<file path="src/rtl/thunderbird_lamp_monitor_if.sv">
// Lamp observation bundle: six sampled lamp lines and a clear strobe in,
// per-side activity, hazard, sticky error and completion counters out.
interface thunderbird_lamp_monitor_if;
  logic       la, lb, lc;
  logic       ra, rb, rc;
  logic       clr;
  logic       left_active, right_active;
  logic       hazard;
  logic       left_err, right_err;
  logic [7:0] left_cycles, right_cycles;

  modport master (
    output la, lb, lc, ra, rb, rc, clr,
    input  left_active, right_active, hazard,
    input  left_err, right_err, left_cycles, right_cycles
  );

  modport slave (
    input  la, lb, lc, ra, rb, rc, clr,
    output left_active, right_active, hazard,
    output left_err, right_err, left_cycles, right_cycles
  );
endinterface

</file>
<file path="src/rtl/thunderbird_lamp_monitor.sv">
// Thunderbird tail-lamp monitor: one sequence checker per side watches the
// 000 -> 001 -> 011 -> 111 -> 000 blink and flags any deviation.

// state  | meaning
// IDLE   | lamps dark, waiting for 001
// S1     | 001 seen, expecting 011 (000 aborts)
// S2     | 011 seen, expecting 111 (000 aborts)
// S3     | 111 seen, expecting 000 to complete a cycle
// RESYNC | illegal pattern seen, waiting for 000
module thunderbird_lamp_side (
  input  logic       clk,
  input  logic       reset,
  input  logic [2:0] pattern,
  input  logic       clr,
  output logic       active,
  output logic       err,
  output logic [7:0] cycles
);
  typedef enum logic [2:0] {
    IDLE   = 3'd0,
    S1     = 3'd1,
    S2     = 3'd2,
    S3     = 3'd3,
    RESYNC = 3'd4
  } state_t;

  localparam logic [2:0] PAT_OFF  = 3'b000;
  localparam logic [2:0] PAT_ONE  = 3'b001;
  localparam logic [2:0] PAT_TWO  = 3'b011;
  localparam logic [2:0] PAT_FULL = 3'b111;
  localparam logic [7:0] CYCLES_MAX = 8'hFF;

  state_t state, state_next;
  logic   illegal;
  logic   done;

  always_ff @(posedge clk or posedge reset) begin
    if (reset) begin
      state <= IDLE;
    end else begin
      state <= state_next;
    end
  end

  always_comb begin
    state_next = state;
    illegal    = 1'b0;
    done       = 1'b0;
    unique case (state)
      IDLE: begin
        if (pattern == PAT_ONE)       state_next = S1;
        else if (pattern != PAT_OFF)  illegal    = 1'b1;
      end
      S1: begin
        if (pattern == PAT_TWO)       state_next = S2;
        else if (pattern == PAT_OFF)  state_next = IDLE;
        else                          illegal    = 1'b1;
      end
      S2: begin
        if (pattern == PAT_FULL)      state_next = S3;
        else if (pattern == PAT_OFF)  state_next = IDLE;
        else                          illegal    = 1'b1;
      end
      S3: begin
        if (pattern == PAT_OFF) begin
          state_next = IDLE;
          done       = 1'b1;
        end else begin
          illegal = 1'b1;
        end
      end
      RESYNC: begin
        if (pattern == PAT_OFF)       state_next = IDLE;
      end
      default: state_next = IDLE;
    endcase
    if (illegal) state_next = RESYNC;
  end

  // A set event on the same edge as clr wins: err stays 1, counter restarts at 1.
  always_ff @(posedge clk or posedge reset) begin
    if (reset) begin
      err    <= 1'b0;
      cycles <= 8'd0;
    end else begin
      if (illegal)  err <= 1'b1;
      else if (clr) err <= 1'b0;

      if (done) begin
        if (clr)                       cycles <= 8'd1;
        else if (cycles != CYCLES_MAX) cycles <= cycles + 8'd1;
      end else if (clr) begin
        cycles <= 8'd0;
      end
    end
  end

  assign active = (state == S1) || (state == S2) || (state == S3);
endmodule

module thunderbird_lamp_monitor (
  input logic                         clk,
  input logic                         reset,
  thunderbird_lamp_monitor_if.slave   lamp_if
);
  logic       left_active, right_active;
  logic       left_err, right_err;
  logic [7:0] left_cycles, right_cycles;

  thunderbird_lamp_side u_left (
    .clk     (clk),
    .reset   (reset),
    .pattern ({lamp_if.la, lamp_if.lb, lamp_if.lc}),
    .clr     (lamp_if.clr),
    .active  (left_active),
    .err     (left_err),
    .cycles  (left_cycles)
  );

  thunderbird_lamp_side u_right (
    .clk     (clk),
    .reset   (reset),
    .pattern ({lamp_if.ra, lamp_if.rb, lamp_if.rc}),
    .clr     (lamp_if.clr),
    .active  (right_active),
    .err     (right_err),
    .cycles  (right_cycles)
  );

  assign lamp_if.left_active  = left_active;
  assign lamp_if.right_active = right_active;
  assign lamp_if.hazard       = left_active & right_active;
  assign lamp_if.left_err     = left_err;
  assign lamp_if.right_err    = right_err;
  assign lamp_if.left_cycles  = left_cycles;
  assign lamp_if.right_cycles = right_cycles;
endmodule

</file>
<file path="src/flat_wrapper.sv">
// flat-port wrapper written by rule: the top's interface ports become plain ports
module thunderbird_lamp_monitor_flat 
  (clk, reset, lamp_if_la, lamp_if_lb, lamp_if_lc, lamp_if_ra, lamp_if_rb, lamp_if_rc, lamp_if_clr, lamp_if_left_active, lamp_if_right_active, lamp_if_hazard, lamp_if_left_err, lamp_if_right_err, lamp_if_left_cycles, lamp_if_right_cycles);
  thunderbird_lamp_monitor_if lamp_if_i ();
  input logic clk;
  input logic reset;
  input wire logic [$bits(lamp_if_i.la)-1:0] lamp_if_la;
  input wire logic [$bits(lamp_if_i.lb)-1:0] lamp_if_lb;
  input wire logic [$bits(lamp_if_i.lc)-1:0] lamp_if_lc;
  input wire logic [$bits(lamp_if_i.ra)-1:0] lamp_if_ra;
  input wire logic [$bits(lamp_if_i.rb)-1:0] lamp_if_rb;
  input wire logic [$bits(lamp_if_i.rc)-1:0] lamp_if_rc;
  input wire logic [$bits(lamp_if_i.clr)-1:0] lamp_if_clr;
  output wire logic [$bits(lamp_if_i.left_active)-1:0] lamp_if_left_active;
  output wire logic [$bits(lamp_if_i.right_active)-1:0] lamp_if_right_active;
  output wire logic [$bits(lamp_if_i.hazard)-1:0] lamp_if_hazard;
  output wire logic [$bits(lamp_if_i.left_err)-1:0] lamp_if_left_err;
  output wire logic [$bits(lamp_if_i.right_err)-1:0] lamp_if_right_err;
  output wire logic [$bits(lamp_if_i.left_cycles)-1:0] lamp_if_left_cycles;
  output wire logic [$bits(lamp_if_i.right_cycles)-1:0] lamp_if_right_cycles;
  assign lamp_if_i.la = lamp_if_la;
  assign lamp_if_i.lb = lamp_if_lb;
  assign lamp_if_i.lc = lamp_if_lc;
  assign lamp_if_i.ra = lamp_if_ra;
  assign lamp_if_i.rb = lamp_if_rb;
  assign lamp_if_i.rc = lamp_if_rc;
  assign lamp_if_i.clr = lamp_if_clr;
  assign lamp_if_left_active = lamp_if_i.left_active;
  assign lamp_if_right_active = lamp_if_i.right_active;
  assign lamp_if_hazard = lamp_if_i.hazard;
  assign lamp_if_left_err = lamp_if_i.left_err;
  assign lamp_if_right_err = lamp_if_i.right_err;
  assign lamp_if_left_cycles = lamp_if_i.left_cycles;
  assign lamp_if_right_cycles = lamp_if_i.right_cycles;
  thunderbird_lamp_monitor u_core (.clk(clk), .reset(reset), .lamp_if(lamp_if_i));
endmodule
</file>
<file path="config.mk">
export PLATFORM = sky130hd
export DESIGN_NAME = thunderbird_lamp_monitor_flat
export DESIGN_NICKNAME = d
export VERILOG_FILES = /design/src/rtl/thunderbird_lamp_monitor_if.sv /design/src/rtl/thunderbird_lamp_monitor.sv /design/src/flat_wrapper.sv
export SDC_FILE = /design/constraint.sdc
export NUM_CORES = 1
export LEC_CHECK = 0
export CORE_AREA = 5 5 50 69
export DETAILED_ROUTE_END_ITERATION = 12
export DIE_AREA = 0 0 55 74
export PLACE_DENSITY = 0.92
export SLEW_MARGIN = 40
export SYNTH_ARGS = -nofsm -noshare
export SYNTH_HDL_FRONTEND = slang
export SYNTH_HIERARCHICAL = 1
export SYNTH_SLANG_ARGS = --single-unit
</file>
<file path="constraint.sdc">
create_clock -name clk -period 2.9 [get_ports clk]
set_clock_uncertainty 0.2 [all_clocks]
set_input_delay 0.725 -clock clk [delete_from_list [all_inputs] [get_ports clk]]
set_output_delay 0.725 -clock clk [all_outputs]
set_load 0.1 [all_outputs]
</file>
==> out/results.tsv, run 1 <==
stage	metric	value	unit
power_and_ir_drop	p_leak	0.752	nW
layout	final_net_count	196	
cts	clkTransAtPathRegs	80	ps
global_route	grt.overflow.total	0	
cts	cts_htree_levels	1	
routing	ant_nets	0	
worst_setup_path	path_class	in -> reg	
logic_synthesis	synthTopCellsByArea	dfrtp_1 (42%), nor2_1 (5.2%), mux2i_1 (4.2%)	
power_and_ir_drop	p_seq_share	55.4	%
cts	cts_sinks	24	
layout	drive_gt1_share	19.1	%
worst_setup_path	path_max_fanout	8	
power_and_ir_drop	switching_power	167	uW
sta	slew_headroom	53.1	%
sta	drv_slew	0	
worst_setup_path	cp-end-kind	flop	
routing	routed_wl	3350	um
logic_synthesis	async_flop_share	100	%
power_and_ir_drop	vdd_drop_max	0.000267	V
routing	wl_per_cell	15.2	um
logic_synthesis	syn_avg_cell_area	9.24	um2
global_route	globalRouteMet3Util	2.61	%
logic_synthesis	ys_warn_count	6	
worst_setup_path	arrival	2350	ps
layout	syn2layout_area_growth	22.8	%
floorplan	die-area	0.00407	mm2
floorplan	chipHeight	74	um
routing	routed_via_density	6.02	
worst_setup_path	worstPathRequired	2870	ps
cts	cts_tree	built	
floorplan	start_util	51.3	%
layout	post-route-util	63.0	%
layout	fillCellCount	241	
global_route	grt_pass1_wl	5520	um
power_and_ir_drop	clkPwrFrac	31.1	%
power_and_ir_drop	internal_power	460	uW
global_route	use_met2	33.2	%
routing	num_vias	1325	
global_route	grt_util_met1	20.8	%
logic_synthesis	yosys.cell_types.count	30	
logic_synthesis	synth_top_area_share	41.9	%
floorplan	row_count	23	
logic_synthesis	yosys.cell_count.top_type	dfrtp_1	
sta	setup_violations	0	
floorplan	ioPinCount	30	
sta	timing.final.hold_violations	0	
cts	clk_latency	260	ps
global_route	antenna_found_initial	0	
routing	drc_errors	0	
global_route	busiest_layer	met2	
placed_design	globalplace.congestion	0.778	
hold_path	hold_start	u_core/u_left/err	
layout	antenna-diode-count	0	
cts	post_cts_buffers	0	
logic_synthesis	synth_top_area_cell	dfrtp_1	
logic_synthesis	synth_edf_count	0	
floorplan	fp.coreArea	0.00279	mm2
worst_setup_path	cp-startpoint	lamp_if_la	
worst_setup_path	startpoint_type	input pin	
flow_run	drv_cap	0	
logic_synthesis	dominantRegCellSynth	dfrtp_1	
power_and_ir_drop	power.density	356	mW/mm2
routing	dr.pass1.iters	4	
power_and_ir_drop	combPwrFrac	13.5	%
cts	cts_buffers	3	
sta	rsz0062_at_grt	false	
sta	fin_setup_tns	0	ps
cts	cts_resized	0	
floorplan	fp.dieW	55	um
logic_synthesis	ys_seq_area_share	41.9	%
placed_design	post-dp-hpwl	2460	um
sta	period_share	81.9	%
logic_synthesis	yosys-top-cells-count	dfrtp_1 (24), nor2_1 (20), o21ai_0 (12)	
sta	period_needed	2380	ps
worst_setup_path	r2r-start	u_core/u_left/cycles[0]	
global_route	grt_max_degree	21	
cts	root_buffer	clkbuf_8	
sta	fmaxAchievable	0.421	GHz
power_and_ir_drop	switching_share	26.7	%
cts	clockBufferDepth	2	
logic_synthesis	postSynthCellCount	155	
logic_synthesis	syn-num-nets	166	
hold_path	hold_path_class	reg -> reg	
sta	worst-slew-pin-transition	701	ps
cts	cts_hold_buf	0	
placed_design	portBuffers	29	
routing	drt_iter0_drc	50	
global_route	grt_usage	18.1	%
global_route	grt_pass1_vias	1257	
outcome	status	complete, no violations	
logic_synthesis	synth_area	0.00143	mm2
logic_synthesis	synth-seq-cells	24	
[flip-flops by register name, indices dropped and copies added, names as in the netlist]
register and count:
u_core/u_left/err 1, u_core/u_left/state 3, u_core/u_right/state 3, u_core/u_right/cycles 8, u_core/u_left/cycles 8, u_core/u_right/err 1
[layer usage]
metal | share of wire, % | vias to the layer above
met3 | 4.4 | 2
met2 | 54 | 33
met5 | 0 | -
li1 | - | 630
met4 | 0.60 | 0
met1 | 41 | 660
[critical path, stage by stage]
cell	delay [ps]
clkdlybuf4s50_1	530
and4bb_4	450
o2111ai_2	140
or3_1	340
a21oi_1	170
[cell families (layout without fill, tap and decap cells)]
group / after synthesis / count (layout) / synth area share [%]
muxes: 6 / 6 / 4.19
xor gates and xnor gates: 4 / 4 / 2.45
DFF: 24 / 24 / 41.9
adders and majority gates: 2 / 2 / 1.75
buffers and inverters: 8 / 36 / 2.27
and+or+nand+nor: 75 / 75 / 29.1
AOI/OAI and AO/OA: 36 / 36 / 18.3
[cells in the final DEF, fill, tap and decap left out, drive strengths merged, types with 3 or more instances in the layout]
cell / instances
a21oi: 10
and4: 6
buf: 21
clkbuf: 3
clkdlybuf4s50: 8
dfrtp: 24
inv: 4
mux2i: 6
nand2: 10
nand3: 10
nand4: 4
nor2: 22
nor3: 4
o21ai: 12
or3: 8
xor2: 4
[through the flow]
stage / area (um2) / cells / hold WS (ps) / setup slack [ps] / power, mW
6_report: 1760 / 220 / 351 / 524 / 0.627
3_3_place_gp: 1720 / 217 / 331 / 352 / 0.436
5_1_grt: 1760 / 220 / 385 / 443 / 0.652
4_1_cts: 1760 / 220 / 356 / 546 / 0.634
2_1_floorplan: 1440 / 155 / 327 / 6.58 / 0.407
3_5_place_dp: 1720 / 217 / 343 / 271 / 0.439
[area by class of cell]
class	count	area [um2]	share of cell area (%)
multi-input combinational	123	806	45.8
sequential	24	601	34.1
timing repair buffer	29	250	14.2
tap	37	46.3	2.63
clock buffer	3	41.3	2.35
inverter	4	15.0	0.853
[power by group through the flow]
| stage | Clock [mW] | Sequential, mW | Combinational, mW |
|---|---|---|---|
| final | 0.195 | 0.347 | 0.0846 |
| after global routing | 0.212 | 0.348 | 0.0914 |
| after CTS | 0.202 | 0.347 | 0.0851 |
| after detailed placement | 0 | 0.354 | 0.0847 |
| after global placement | 0 | 0.353 | 0.0825 |
| after floorplan | 0 | 0.376 | 0.0317 |
[final timing paths]
| check | end | slack, ps | depth (start not counted) |
|---|---|---|---|
| max in group asynchronous | u_core/u_left/err | 1560 | 2 |
| worst max-delay path | u_core/u_left/cycles[4] | 520 | 5 |
| worst min register to register | u_core/u_left/err | 350 | 2 |
| worst max register to register | u_core/u_left/cycles[4] | 1000 | 5 |
| worst min-delay path | u_core/u_left/err | 350 | 2 |
| min in group asynchronous | u_core/u_right/cycles[6] | 610 | 2 |
(Power assumes the default switching activity.)
==> inputs of run 2 (changes only) <==
--- a/config.mk
+++ b/config.mk
@@ -5,10 +5,10 @@
 export SDC_FILE = /design/constraint.sdc
 export NUM_CORES = 1
 export LEC_CHECK = 0
-export CORE_AREA = 5 5 50 69
+export CORE_AREA = 5 5 52 72
 export DETAILED_ROUTE_END_ITERATION = 12
-export DIE_AREA = 0 0 55 74
-export PLACE_DENSITY = 0.92
+export DIE_AREA = 0 0 57 77
+export PLACE_DENSITY = 0.86
 export SLEW_MARGIN = 40
 export SYNTH_ARGS = -nofsm -noshare
 export SYNTH_HDL_FRONTEND = slang
==> constraint.sdc (replaced) <==
create_clock -name clk -period 2.2 [get_ports clk]
set_clock_uncertainty 0.2 [all_clocks]
set_input_delay 0.55 -clock clk [delete_from_list [all_inputs] [get_ports clk]]
set_output_delay 0.55 -clock clk [all_outputs]
set_load 0.1 [all_outputs]
==> out/results.tsv, run 2 (same netlist as run 1, synthesis figures left out) <==
stage	metric	value	unit	change
global_route	grt_pass1_wl	6610	um	+20%
routing	ant_nets	0		unchanged
routing	dr.pass1.iters	4		unchanged
layout	syn2layout_area_growth	49.0	%	
outcome	status	complete, no violations		
sta	drv_slew	0		unchanged
global_route	grt_usage	18.7	%	+0.66 points
layout	drive_gt1_share	28.4	%	+9.3 points
cts	clockBufferDepth	2		unchanged
sta	setup_violations	0		unchanged
global_route	antenna_found_initial	0		unchanged
worst_setup_path	r2r-start	u_core/u_right/cycles[0]		
floorplan	fp.coreArea	0.00306	mm2	+9.7%
cts	clkTransAtPathRegs	80	ps	about the same
placed_design	globalplace.congestion	0.764		-1.8%
layout	final_cell_mix	buf_12 (21), nor2_1 (18), dfrtp_1 (16), buf_4 (13), o21ai_0 (12)		
cts	post_cts_buffers	0		unchanged
global_route	grt_pass1_vias	1419		+13%
worst_setup_path	crit_chain	nor2_1 -> nor2_4 -> and2_4 -> buf_12		
power_and_ir_drop	finalPower	874	uW	+39%
placed_design	post-dp-hpwl	3010	um	+22%
worst_setup_path	slowest_stage	dfrtp_1		
routing	drt_iter0_drc	63		+26%
cts	cts_htree_levels	1		unchanged
floorplan	row_count	24		+4.3%
floorplan	ioPinCount	30		unchanged
worst_setup_path	path_max_fanout	9		+1
layout	final_net_count	209		+6.6%
flow_run	drv_cap	0		unchanged
sta	period_share	96.2	%	
power_and_ir_drop	vdd_drop_max	0.000348	V	+30%
sta	worst-slew-pin-transition	508	ps	-193 ps
worst_setup_path	cp-end-kind	output port		
layout	antenna-diode-count	0		unchanged
worst_setup_path	path_class	reg -> out		
placed_design	portBuffers	29		unchanged
cts	clk_latency	270	ps	about the same
hold_path	hold_start	u_core/u_left/err		
routing	routed_wl	3930	um	+17%
sta	slew_headroom	66.1	%	+13 points
global_route	grt_max_degree	21		unchanged
sta	timing.final.hold_violations	0		unchanged
sta	fmaxAchievable	0.473	GHz	
power_and_ir_drop	p_leak	0.855	nW	+14%
hold_path	hold_depth	2		unchanged
floorplan	start_util	46.8	%	-4.5 points
cts	cts_tree	built		
sta	period_needed	2120	ps	
layout	layout_commonest_cell	buf_12		
routing	drc_errors	0		unchanged
routing	wl_per_cell	16.6	um	+9.4%
hold_path	worst_hold_path.endpoint	u_core/u_left/err		
cts	cts_buffers	3		unchanged
routing	routed_via_density	5.87		-2.6%
floorplan	die-area	0.00439	mm2	+7.8%
worst_setup_path	cp_top_family	flip-flops		
worst_setup_path	worstPathRequired	1450	ps	-1420 ps
routing	num_vias	1385		+4.5%
cts	cts_sinks	24		unchanged
worst_setup_path	arrival	1370	ps	-980 ps
worst_setup_path	cp-startpoint	u_core/u_right/state[0]		
power_and_ir_drop	power.density	409	mW/mm2	+15%
layout	top_regs	u_core/u_left/cycles (8), u_core/u_right/cycles (8)		
cts	root_buffer	clkbuf_8		
worst_setup_path	r2r_slack	300	ps	-700 ps
floorplan	fp.dieW	57	um	+3.6%
worst_setup_path	r2r_end	u_core/u_right/cycles[0]		
hold_path	hold_path_class	reg -> reg		
sta	fin_setup_tns	0	ps	unchanged
worst_setup_path	r2r_cells	6		+1
worst_setup_path	crit_buf_inv	1		unchanged
floorplan	chipHeight	77	um	+4.1%
worst_setup_path	startpoint_type	flop		
worst_setup_path	crit_path_max_incr_delay	470	ps	-60 ps
sta	rsz0062_at_grt	false		
global_route	grt.overflow.total	0		unchanged
## run 2: stage by stage
step / std cells / hold WS [ps] / setup slack, ps / util, % / instance area [um2]
after floorplan: 155 / 214 / -24.4 / - / 1460
after global routing: 236 / 431 / 12.3 / 69.7 / 2130
after detailed placement: 232 / 395 / -127 / 68.1 / 2090
after global placement: 232 / 377 / -28.1 / 68.1 / 2090
final: 236 / 412 / 84.0 / 69.7 / 2130
after CTS: 236 / 412 / 36.3 / 69.6 / 2130
## run 2: layout make-up
| type | instances | area (um2) |
|---|---|---|
| Tap cell | 39 | 48.8 |
| Fill cell | 235 | 928 |
| Multi-Input combinational cell | 123 | 817 |
| Inverter | 4 | 15.0 |
| Clock buffer | 4 | 45.0 |
| Sequential cell | 24 | 611 |
| Timing Repair Buffer | 42 | 598 |
## run 2: how the worst max path moves through the flow
| stage | end | slack, ps | cells past startpoint |
|---|---|---|---|
| finish | lamp_if_hazard | 80 | 4 |
| global placement | u_core/u_right/cycles[4] | -30 | 5 |
| detailed placement | u_core/u_right/cycles[4] | -130 | 5 |
| floorplan | lamp_if_hazard | -20 | 4 |
| CTS | lamp_if_hazard | 40 | 4 |
| global route | lamp_if_hazard | 10 | 4 |
## run 2: layer usage
metal	vias to the layer above	global-route usage, %	wire, um
li1	661	-	-
met1	670	19.0	1400
met2	47	36.6	2250
met3	7	2.86	211
met4	0	6.96	74
met5	-	0	0
## run 2: report_power, final
group / switching, mW / internal [mW] / leakage (nW)
clock: 0.143 / 0.130 / 0.0228
combinational: 0.0829 / 0.0573 / 0.521
sequential: 0.0132 / 0.448 / 0.312
## run 2: tightest hold or removal path: cells and delay by family, from the launching register on
kind	cells	cell delay [ps]
flip-flops	1	420
AO/OA/AOI/OAI	1	80
buffers and inverters	1	70
## run 2: repair_timing
item,CTS,global route
gates resized for setup,0,2
hold buffers,0,0
endpoints found under the setup margin,0,1
